**src/rtl/key_debounce_sched.sv**
```systemverilog
// Debounce scheduler for active-low push-buttons: one shared counter is
// time-multiplexed across all keys through a round-robin scan.
module key_debounce_sched #(
    parameter int                KEY_NUM = 4,
    parameter int                IDX_W   = 2,
    parameter int                CNT_W   = 20,
    parameter logic [CNT_W-1:0]  CNT_MAX = 20'd999_999
) (
    input  logic               sys_clk,
    input  logic               sys_rst_n,
    input  logic [KEY_NUM-1:0] key_in,
    output logic [KEY_NUM-1:0] key_state,
    output logic               press_flag,
    output logic               release_flag,
    output logic [IDX_W-1:0]   key_idx,
    output logic               busy
);

    localparam int PW = IDX_W + 1;

    typedef enum logic [1:0] {
        SCAN     = 2'd0,
        DEBOUNCE = 2'd1,
        COMMIT   = 2'd2
    } state_t;

    state_t             state_q, state_d;
    logic [KEY_NUM-1:0] sync1_q, sync2_q;
    logic [KEY_NUM-1:0] key_state_q, key_state_d;
    logic [IDX_W-1:0]   rr_ptr_q, rr_ptr_d;
    logic [IDX_W-1:0]   cur_idx_q, cur_idx_d;
    logic [IDX_W-1:0]   key_idx_q, key_idx_d;
    logic [CNT_W-1:0]   cnt_q, cnt_d;
    logic               target_q, target_d;
    logic               press_q, press_d;
    logic               release_q, release_d;

    logic [KEY_NUM-1:0] raw_p;
    logic [KEY_NUM-1:0] pending;
    logic               hit_found;
    logic [IDX_W-1:0]   hit_idx;
    logic [PW-1:0]      probe;
    logic               cur_match;
    logic               cnt_done;
    logic [IDX_W-1:0]   cur_next;

    assign raw_p     = ~sync2_q;
    assign pending   = raw_p ^ key_state_q;
    assign cur_match = (raw_p[cur_idx_q] == target_q);
    assign cnt_done  = (cnt_q == CNT_MAX);
    assign cur_next  = (cur_idx_q == IDX_W'(KEY_NUM - 1)) ? '0 : cur_idx_q + 1'b1;

    // First pending key at or after rr_ptr, wrapping modulo KEY_NUM
    always_comb begin
        hit_found = 1'b0;
        hit_idx   = '0;
        probe     = '0;
        for (int k = 0; k < KEY_NUM; k++) begin
            probe = {1'b0, rr_ptr_q} + PW'(k);
            if (probe >= PW'(KEY_NUM)) begin
                probe = probe - PW'(KEY_NUM);
            end
            if (!hit_found && pending[probe[IDX_W-1:0]]) begin
                hit_found = 1'b1;
                hit_idx   = probe[IDX_W-1:0];
            end
        end
    end

    always_ff @(posedge sys_clk or negedge sys_rst_n) begin
        if (!sys_rst_n) begin
            state_q     <= SCAN;
            sync1_q     <= '1;
            sync2_q     <= '1;
            key_state_q <= '0;
            rr_ptr_q    <= '0;
            cur_idx_q   <= '0;
            key_idx_q   <= '0;
            cnt_q       <= '0;
            target_q    <= 1'b0;
            press_q     <= 1'b0;
            release_q   <= 1'b0;
        end else begin
            state_q     <= state_d;
            sync1_q     <= key_in;
            sync2_q     <= sync1_q;
            key_state_q <= key_state_d;
            rr_ptr_q    <= rr_ptr_d;
            cur_idx_q   <= cur_idx_d;
            key_idx_q   <= key_idx_d;
            cnt_q       <= cnt_d;
            target_q    <= target_d;
            press_q     <= press_d;
            release_q   <= release_d;
        end
    end

    always_comb begin
        state_d = state_q;
        case (state_q)
            SCAN: begin
                if (hit_found) state_d = DEBOUNCE;
            end
            DEBOUNCE: begin
                if (!cur_match)    state_d = SCAN;
                else if (cnt_done) state_d = COMMIT;
            end
            COMMIT:  state_d = SCAN;
            default: state_d = SCAN;
        endcase
    end

    always_comb begin
        key_state_d = key_state_q;
        rr_ptr_d    = rr_ptr_q;
        cur_idx_d   = cur_idx_q;
        key_idx_d   = key_idx_q;
        cnt_d       = cnt_q;
        target_d    = target_q;
        press_d     = 1'b0;
        release_d   = 1'b0;
        case (state_q)
            SCAN: begin
                if (hit_found) begin
                    cur_idx_d = hit_idx;
                    target_d  = raw_p[hit_idx];
                    cnt_d     = '0;
                end
            end
            DEBOUNCE: begin
                // A bounce hands the counter to the next key in line
                if (!cur_match) begin
                    cnt_d    = '0;
                    rr_ptr_d = cur_next;
                end else if (!cnt_done) begin
                    cnt_d = cnt_q + 1'b1;
                end
            end
            COMMIT: begin
                key_state_d[cur_idx_q] = target_q;
                key_idx_d              = cur_idx_q;
                press_d                = target_q;
                release_d              = ~target_q;
                rr_ptr_d               = cur_next;
            end
            default: ;
        endcase
    end

    assign key_state    = key_state_q;
    assign press_flag   = press_q;
    assign release_flag = release_q;
    assign key_idx      = key_idx_q;
    assign busy         = (state_q != SCAN);

endmodule

```
**config.mk**
```make
export PLATFORM = sky130hd
export DESIGN_NAME = key_debounce_sched
export DESIGN_NICKNAME = d
export VERILOG_FILES = /design/src/rtl/key_debounce_sched.sv
export SDC_FILE = /design/constraint.sdc
export NUM_CORES = 1
export LEC_CHECK = 0
export BUFFER_PORTS_ARGS = -buffer_cell sky130_fd_sc_hd__buf_4
export CORE_AREA = 2 2 77 79
export DETAILED_ROUTE_END_ITERATION = 16
export DIE_AREA = 0 0 79 81
export SYNTH_ARGS = -nofsm -noshare
export SYNTH_HDL_FRONTEND = slang
export SYNTH_SLANG_ARGS = --single-unit
```
**constraint.sdc**
```tcl
create_clock -name sys_clk -period 5.1 [get_ports sys_clk]
set_input_delay 0.255 -clock sys_clk [delete_from_list [all_inputs] [get_ports sys_clk]]
set_output_delay 0.255 -clock sys_clk [all_outputs]
set_load 0.01 [all_outputs]
```
==> results of run 1 <==
==> synthesized netlist by cell type (3+ instances only) <==
cell / number / area share [%]
xnor2_1: 4 / 1.6
nor3_1: 3 / 0.69
dfstp_2: 8 / 9.7
or3_1: 3 / 0.87
nor2_1: 12 / 2.1
o41ai_1: 3 / 1.2
nor2b_1: 3 / 0.87
mux2i_1: 3 / 1.4
nand3_1: 9 / 2.1
ha_1: 5 / 2.9
o31ai_1: 6 / 2.1
inv_1: 8 / 1.4
mux2_2: 8 / 4.2
dfrtp_1: 35 / 40
a41oi_1: 3 / 1.2
o21ai_0: 22 / 5.1
o21ai_1: 6 / 1.4
xor2_1: 3 / 1.2
nand2_1: 21 / 3.6
a21oi_1: 9 / 2.1
==> worst max-delay path: cells and delay by family, from the launching register on <==
kind / cells / cell delay, ps
xor+xnor: 1 / 310
simple gates: 1 / 180
compound gates: 4 / 1330
flops: 1 / 560
==> report_power, final <==
part           total (uW)  switching [uW]  internal, uW
combinational         325             195           129
sequential            430            50.8           379
clock                 210             115          95.7
total                 965             361           604
==> per-stage QoR <==
step | power [uW] | worst slack, ps | area [um^2] | utilization (%) | std cells
floorplan | 692 | 3070 | 2170 | - | 208
global placement | 755 | 2760 | 2340 | 41.2 | 292
detailed placement | 761 | 2640 | 2340 | 41.2 | 292
CTS | 977 | 2590 | 2430 | 42.9 | 301
global route | 1040 | 2410 | 2430 | 42.9 | 301
finish | 965 | 2660 | 2430 | 42.9 | 301
==> cells in the final DEF (no fill, tap or decap), types with 8 or more instances in the layout <==
| cell type | count |
|---|---|
| nor2_1 | 12 |
| mux2_2 | 8 |
| nand3_1 | 9 |
| nand2_1 | 21 |
| inv_1 | 8 |
| o21ai_0 | 22 |
| a21oi_1 | 9 |
| dfrtp_1 | 35 |
| dfstp_2 | 8 |
| buf_4 | 14 |
==> final timing paths <==
check                      depth (start not counted)            to  slack (ps)
max                                                6     cnt_q[14]        2660
min                                                1    sync1_q[0]          60
max reg2reg                                        6     cnt_q[14]        2660
min reg2reg                                        0    sync2_q[1]         360
max in group asynchronous                          2    sync2_q[0]        4250
min in group asynchronous                          2  key_state[1]         490
==> registers in the layout, summed over array words and instances, names as in the netlist, 2 cells and up <==
register / count
key_idx: 2
rr_ptr_q: 2
cur_idx_q: 2
sync1_q: 4
cnt_q: 20
state_q: 2
key_state: 4
sync2_q: 4
==> cell type report <==
class | instances | area (um^2) | share of cell area (%)
sequential | 43 | 1090 | 44.7
tap | 75 | 93.8 | 3.86
clock inverter | 2 | 12.5 | 0.514
timing repair buffer | 15 | 115 | 4.73
inverter | 8 | 30.0 | 1.23
clock buffer | 6 | 72.6 | 2.98
multi-input combinational | 152 | 1020 | 42.0
==> metal layers <==
layer / vias up / wire length (um)
met5: - / 0
met4: 0 / 53
met3: 4 / 121
met2: 24 / 1860
met1: 791 / 2210
li1: 782 / -
==> kinds of logic (layout without fill, tap and decap cells) <==
| family | Yosys count | count (layout) | synth area share (%) |
|---|---|---|---|
| compound gates | 58 | 58 | 17.0 |
| xor+xnor | 7 | 7 | 2.83 |
| fa+ha+maj | 5 | 5 | 2.89 |
| buf+inv | 13 | 31 | 2.71 |
| flops | 43 | 43 | 50.1 |
| mux | 12 | 12 | 6.58 |
| simple gates | 70 | 70 | 17.9 |
==> what timing repair did <==
action | CTS | global route
endpoints found under the setup margin | 0 | 0
endpoints found under the hold margin | 35 | 0
hold buffers | 1 | 0
setup buffers | 0 | 0
==> out/metrics.yaml, run 1 <==
drc: 0
viasPerCell: 5.32
netlist_instances: 208
finalCritPeriodShare_pct: 47.9
status: "complete, no violations"
fmax_mhz: 410
grtUsageTotal_pct: 15.0
coreArea_um2: 5680
critPathLaunchType: "register"
synth-edff-count: 0
ios: 15
firstDrtPassIters: 5
clkSlewWorstSetupHoldPaths_ps: 80
ant_nets: 0
final_hold_viol_count: 0
wl_per_cell_um: 14.1
yosys.cell_types.count: 45
vias: 1601
syn_to_final_growth_pct: 12.2
die_area_um2: 6400
fillers: 588
nets: 236
rsz0062_at_grt: "no"
cts.sinks: 43
die_w_um: 79
drt_iter0_markers: 83
syn-num-nets: 219
met2_usage_pct: 22.7
setup_viol: 0
relSlewSlack_pct: 34.0
path_max_fanout: 14
antenna_found_initial: 0
wl_um: 4250
cap_violations: 0
worstHoldPathType: "input pin to register"
gr-usage-met1_pct: 21.5
critPathMaxStageDelay_ps: 800
start_util_pct: 38.2
slew_violations: 0
period_minus_slack_ps: 2440
timing.rr.start: "sync2_q[0]"
grt_pass1_vias: 1517
power_density_nw_per_um2: 397
n_antenna_cell: 0
critPathArrivalTime_ps: 2670
grt_first_pass_wirelength_um: 7510
busiest_layer: "met2"
async_flop_share_pct: 100
whs_ps: 62.5
peakVddDrop_v: 0.000158
cts-htree-levels: 2
total_leakage_power_uw: 0.00103
cts_tree: "done"
cpMaxStageDelayCell: "o21bai_1"
fp.dieH_um: 81
grt_max_degree: 44
gp_congestion: 0.863
holdCritStartpoint: "key_in[0]"
drive_gt1_share_pct: 21.2
use_met3_pct: 3.33
port_buffers: 14
dominantRegCellSynth: "dfrtp_1"
critPathKind: "register to register"
synth.avg_cell_area_um2: 10.4
overflow: 0
worstPathRequired_ps: 5330
cts_resized: 0
tightest_slew_ps: 988
fin_worst_skew_ps: 9.96
cts_buffers: 5
yosysSeqAreaShare_pct: 50.1
cts_buffer_depth: 2
synth.cell_area_um2: 2170
crit_path_start: "sync2_q[0]"
clk_latency_ps: 300
clk_root_buffer_cell: "clkbuf_8"
finalSetupTns_ps: 0
yosys_register_bits: 43
rows: 28
worstPathCellList: "xor2_1, nand4b_1, o21bai_1, o21bai_4, a21oi_1, o21ai_2"
place_hpwl_um: 2930
end_kind: "register"
yosysWarnings: 0
(Power assumes the default switching activity.)
==> run 2: changes to the inputs <==
- clock period: 5.1 -> 1.95 ns (I/O delays scaled with it)
==> run 2 against run 1 <==
  * The run now ends with negative setup slack left
  * Clock skew shrank 2.7 ps
  * Critical path type unchanged
  * Clock power grew to 3.4 times the previous value
  * Non-clock buffer count grew 34
  * Highest routed layer unchanged
  * Flip-flop and latch count is the same
  * Critical path depth grew 1
  * Die area is the same
  * Sequential share of layout area shrank 6.1 points
  * Sequential power grew to 2.6 times the previous value
  * Design area grew 16%
==> out/metrics.yaml, run 2 (synthesized netlist as in run 1, its figures left out) <==
grt_first_pass_wirelength_um: 7940  # +5.7%
drive_gt1_share_pct: 33.7  # +12 points
critPathMaxStageDelay_ps: 550  # -250 ps
setup_viol: 3  # +3
fin_worst_skew_ps: 7.30  # -2.66 ps
fp.dieH_um: 81  # unchanged
reg2reg_slack_ps: -10  # -2670 ps
timing.rr.start: "cnt_q[15]"
final_common_cell: "buf_4"
cts_buffers: 5  # unchanged
ios: 15  # unchanged
n_antenna_cell: 0  # unchanged
cts.sinks: 43  # unchanged
use_met3_pct: 3.67  # +0.33 points
grt_max_degree: 44  # unchanged
drt_iter0_markers: 70  # -16%
busiest_layer: "met2"
critPathLaunchType: "register"
clk_latency_ps: 310  # about the same
critPathKind: "register to register"
drc: 0  # unchanged
cap_violations: 0  # unchanged
total_leakage_power_uw: 0.00122  # +19%
gr-usage-met1_pct: 22.0  # +0.52 points
worstPathRequired_ps: 2160  # -3170 ps
largest_register_ffs: 20  # unchanged
met2_usage_pct: 25.1  # +2.4 points
crit_path_start: "cnt_q[15]"
clkSlewWorstSetupHoldPaths_ps: 90  # about the same
tightest_slew_ps: 542  # -446 ps
instances_no_fill: 336  # +12%
ff2ff_path_depth: 7  # +1
top_register: "cnt_q"
power.share.clock_pct: 23.4  # +1.6 points
final_cell_mix: "buf_4 (41), dfrtp_1 (35), nand2_1 (21), o21ai_0 (17), nor2_1 (12)"
placed_cells_incl_taps: 319  # +9.2%
p_total_uw: 3100  # +220%
nets: 271  # +15%
failed_checks: "negative setup slack"
fillers: 542  # -7.8%
overflow: 0  # unchanged
fmax_mhz: 510  # +25%
power.internal_uw: 2020  # +240%
slew_violations: 0  # unchanged
cts_buffer_depth: 2  # unchanged
die_area_um2: 6400  # unchanged
period_minus_slack_ps: 1960  # -481 ps
swShare_pct: 34.7  # -2.7 points
die_w_um: 79  # unchanged
power_density_nw_per_um2: 1100  # +180%
syn_to_final_growth_pct: 29.9
cts_tree: "done"
place_hpwl_um: 3300  # +13%
grtUsageTotal_pct: 16.1  # +1.1 points
crit_family: "simple AND/OR/NAND/NOR gates"
end_kind: "register"
rr_endpoint: "cnt_q[13]"
cts-htree-levels: 2  # unchanged
worstHoldPathType: "input pin to asynchronous set/reset pin"
finalCritPeriodShare_pct: 101  # +53 points
worstPathCellList: "or4b_4, nor4_4, buf_6, a21oi_2, buf_4, a21oi_1, o21ai_2"
crit_buf_inv: 2  # +2
antenna_found_initial: 0  # unchanged
wl_um: 4800  # +13%
path_max_fanout: 4  # -10
firstDrtPassIters: 4  # -1
port_buffers: 14  # unchanged
status: "finished with violations"
pwr-share-comb_pct: 41.3  # +7.7 points
rows: 28  # unchanged
vias: 1740  # +8.7%
final_hold_viol_count: 0  # unchanged
clk_root_buffer_cell: "clkbuf_8"
setup_ws_ps: -10.3  # -2670 ps
coreArea_um2: 5680  # unchanged
relSlewSlack_pct: 63.9  # +30 points
peakVddDrop_v: 0.000599  # +280%
ant_nets: 0  # unchanged
grt_pass1_vias: 1671  # +10%
critPathArrivalTime_ps: 2170  # -500 ps
cpMaxStageDelayCell: "or4b_4"
gp_congestion: 0.800  # -7.3%
wl_per_cell_um: 14.3  # +1.3%
viasPerCell: 5.18  # -2.6%
rsz0062_at_grt: "yes"
power.share.sequential_pct: 35.4  # -9.2 points
start_util_pct: 38.2  # unchanged
p_switching_uw: 1070  # +200%
[run 2: cell count changes in the layout (fill, tap and decap cells not counted), moves of 2 or more]
| cell | change |
|---|---|
| a21oi_1 | -2 |
| a21oi_2 | +2 |
| a41oi_1 | -2 |
| a41oi_2 | +2 |
| buf_4 | +27 |
| buf_6 | +2 |
| dlygate4sd3_1 | +4 |
| o21ai_0 | -5 |
| o21ai_1 | +5 |
[run 2: power by group through the flow]
stage          Sequential (uW)  Combinational (uW)  Clock [uW]
2_1_floorplan             1090                 731           0
5_1_grt                   1110                1400         777
3_5_place_dp              1110                1180           0
6_report                  1100                1280         724
4_1_cts                   1090                1190         736
3_3_place_gp              1100                1180           0
[run 2: worst max-delay path by stage]
stage / endpoint / slack (ps) / depth (start not counted)
after floorplan: cnt_q[13] / -10 / 7
after global placement: cnt_q[14] / 20 / 6
after detailed placement: cnt_q[13] / -20 / 6
after CTS: cnt_q[12] / -2 / 7
after global routing: cnt_q[2] / -110 / 7
final: cnt_q[13] / -10 / 7
[run 2: layout make-up]
class                           count  area (um^2)  area share [%]
Tap cell                           75         93.8            3.33
Inverter                            8         30.0            1.07
Timing Repair Buffer               49          400            14.2
Clock buffer                        5         68.8            2.44
Multi-Input combinational cell    153         1090            38.7
Sequential cell                    43         1090            38.6
Clock inverter                      3         46.3            1.64
[run 2: stage by stage]
step / hold WS, ps / setup slack (ps) / util [%] / TNS, ps / cell area [um^2]
floorplan: -198 / -15.0 / - / -29.9 / 2170
global placement: 128 / 18.1 / 45.1 / 0 / 2560
detailed placement: 128 / -23.4 / 45.1 / -149 / 2560
CTS: 333 / -2.10 / 48.5 / -2.10 / 2750
global route: 363 / -113 / 49.6 / -964 / 2820
finish: 306 / -10.3 / 49.6 / -21.7 / 2820
[run 2: worst reg2reg max path, stage by stage (launching register included)]
cell,delay [ps]
dfrtp_1,380
or4b_4,550
nor4_4,300
buf_6,170
a21oi_2,80
buf_4,150
a21oi_1,150
o21ai_2,60
[run 2: what timing repair did]
| item | in CTS | in global routing |
|---|---|---|
| cloned | 1 | 0 |
| endpoints found under the hold margin | 39 | 0 |
| gates resized for setup | 2 | 14 |
| pin swaps | 0 | 2 |
| hold buffers | 5 | 0 |
| setup buffers | 2 | 1 |
| setup endpoints to repair | 10 | 21 |
[run 2: metal layers]
metal	vias up	part of all wire (%)
met3	4	2.2
met1	865	48
met5	-	0
li1	855	-
met2	16	48
met4	0	1.0
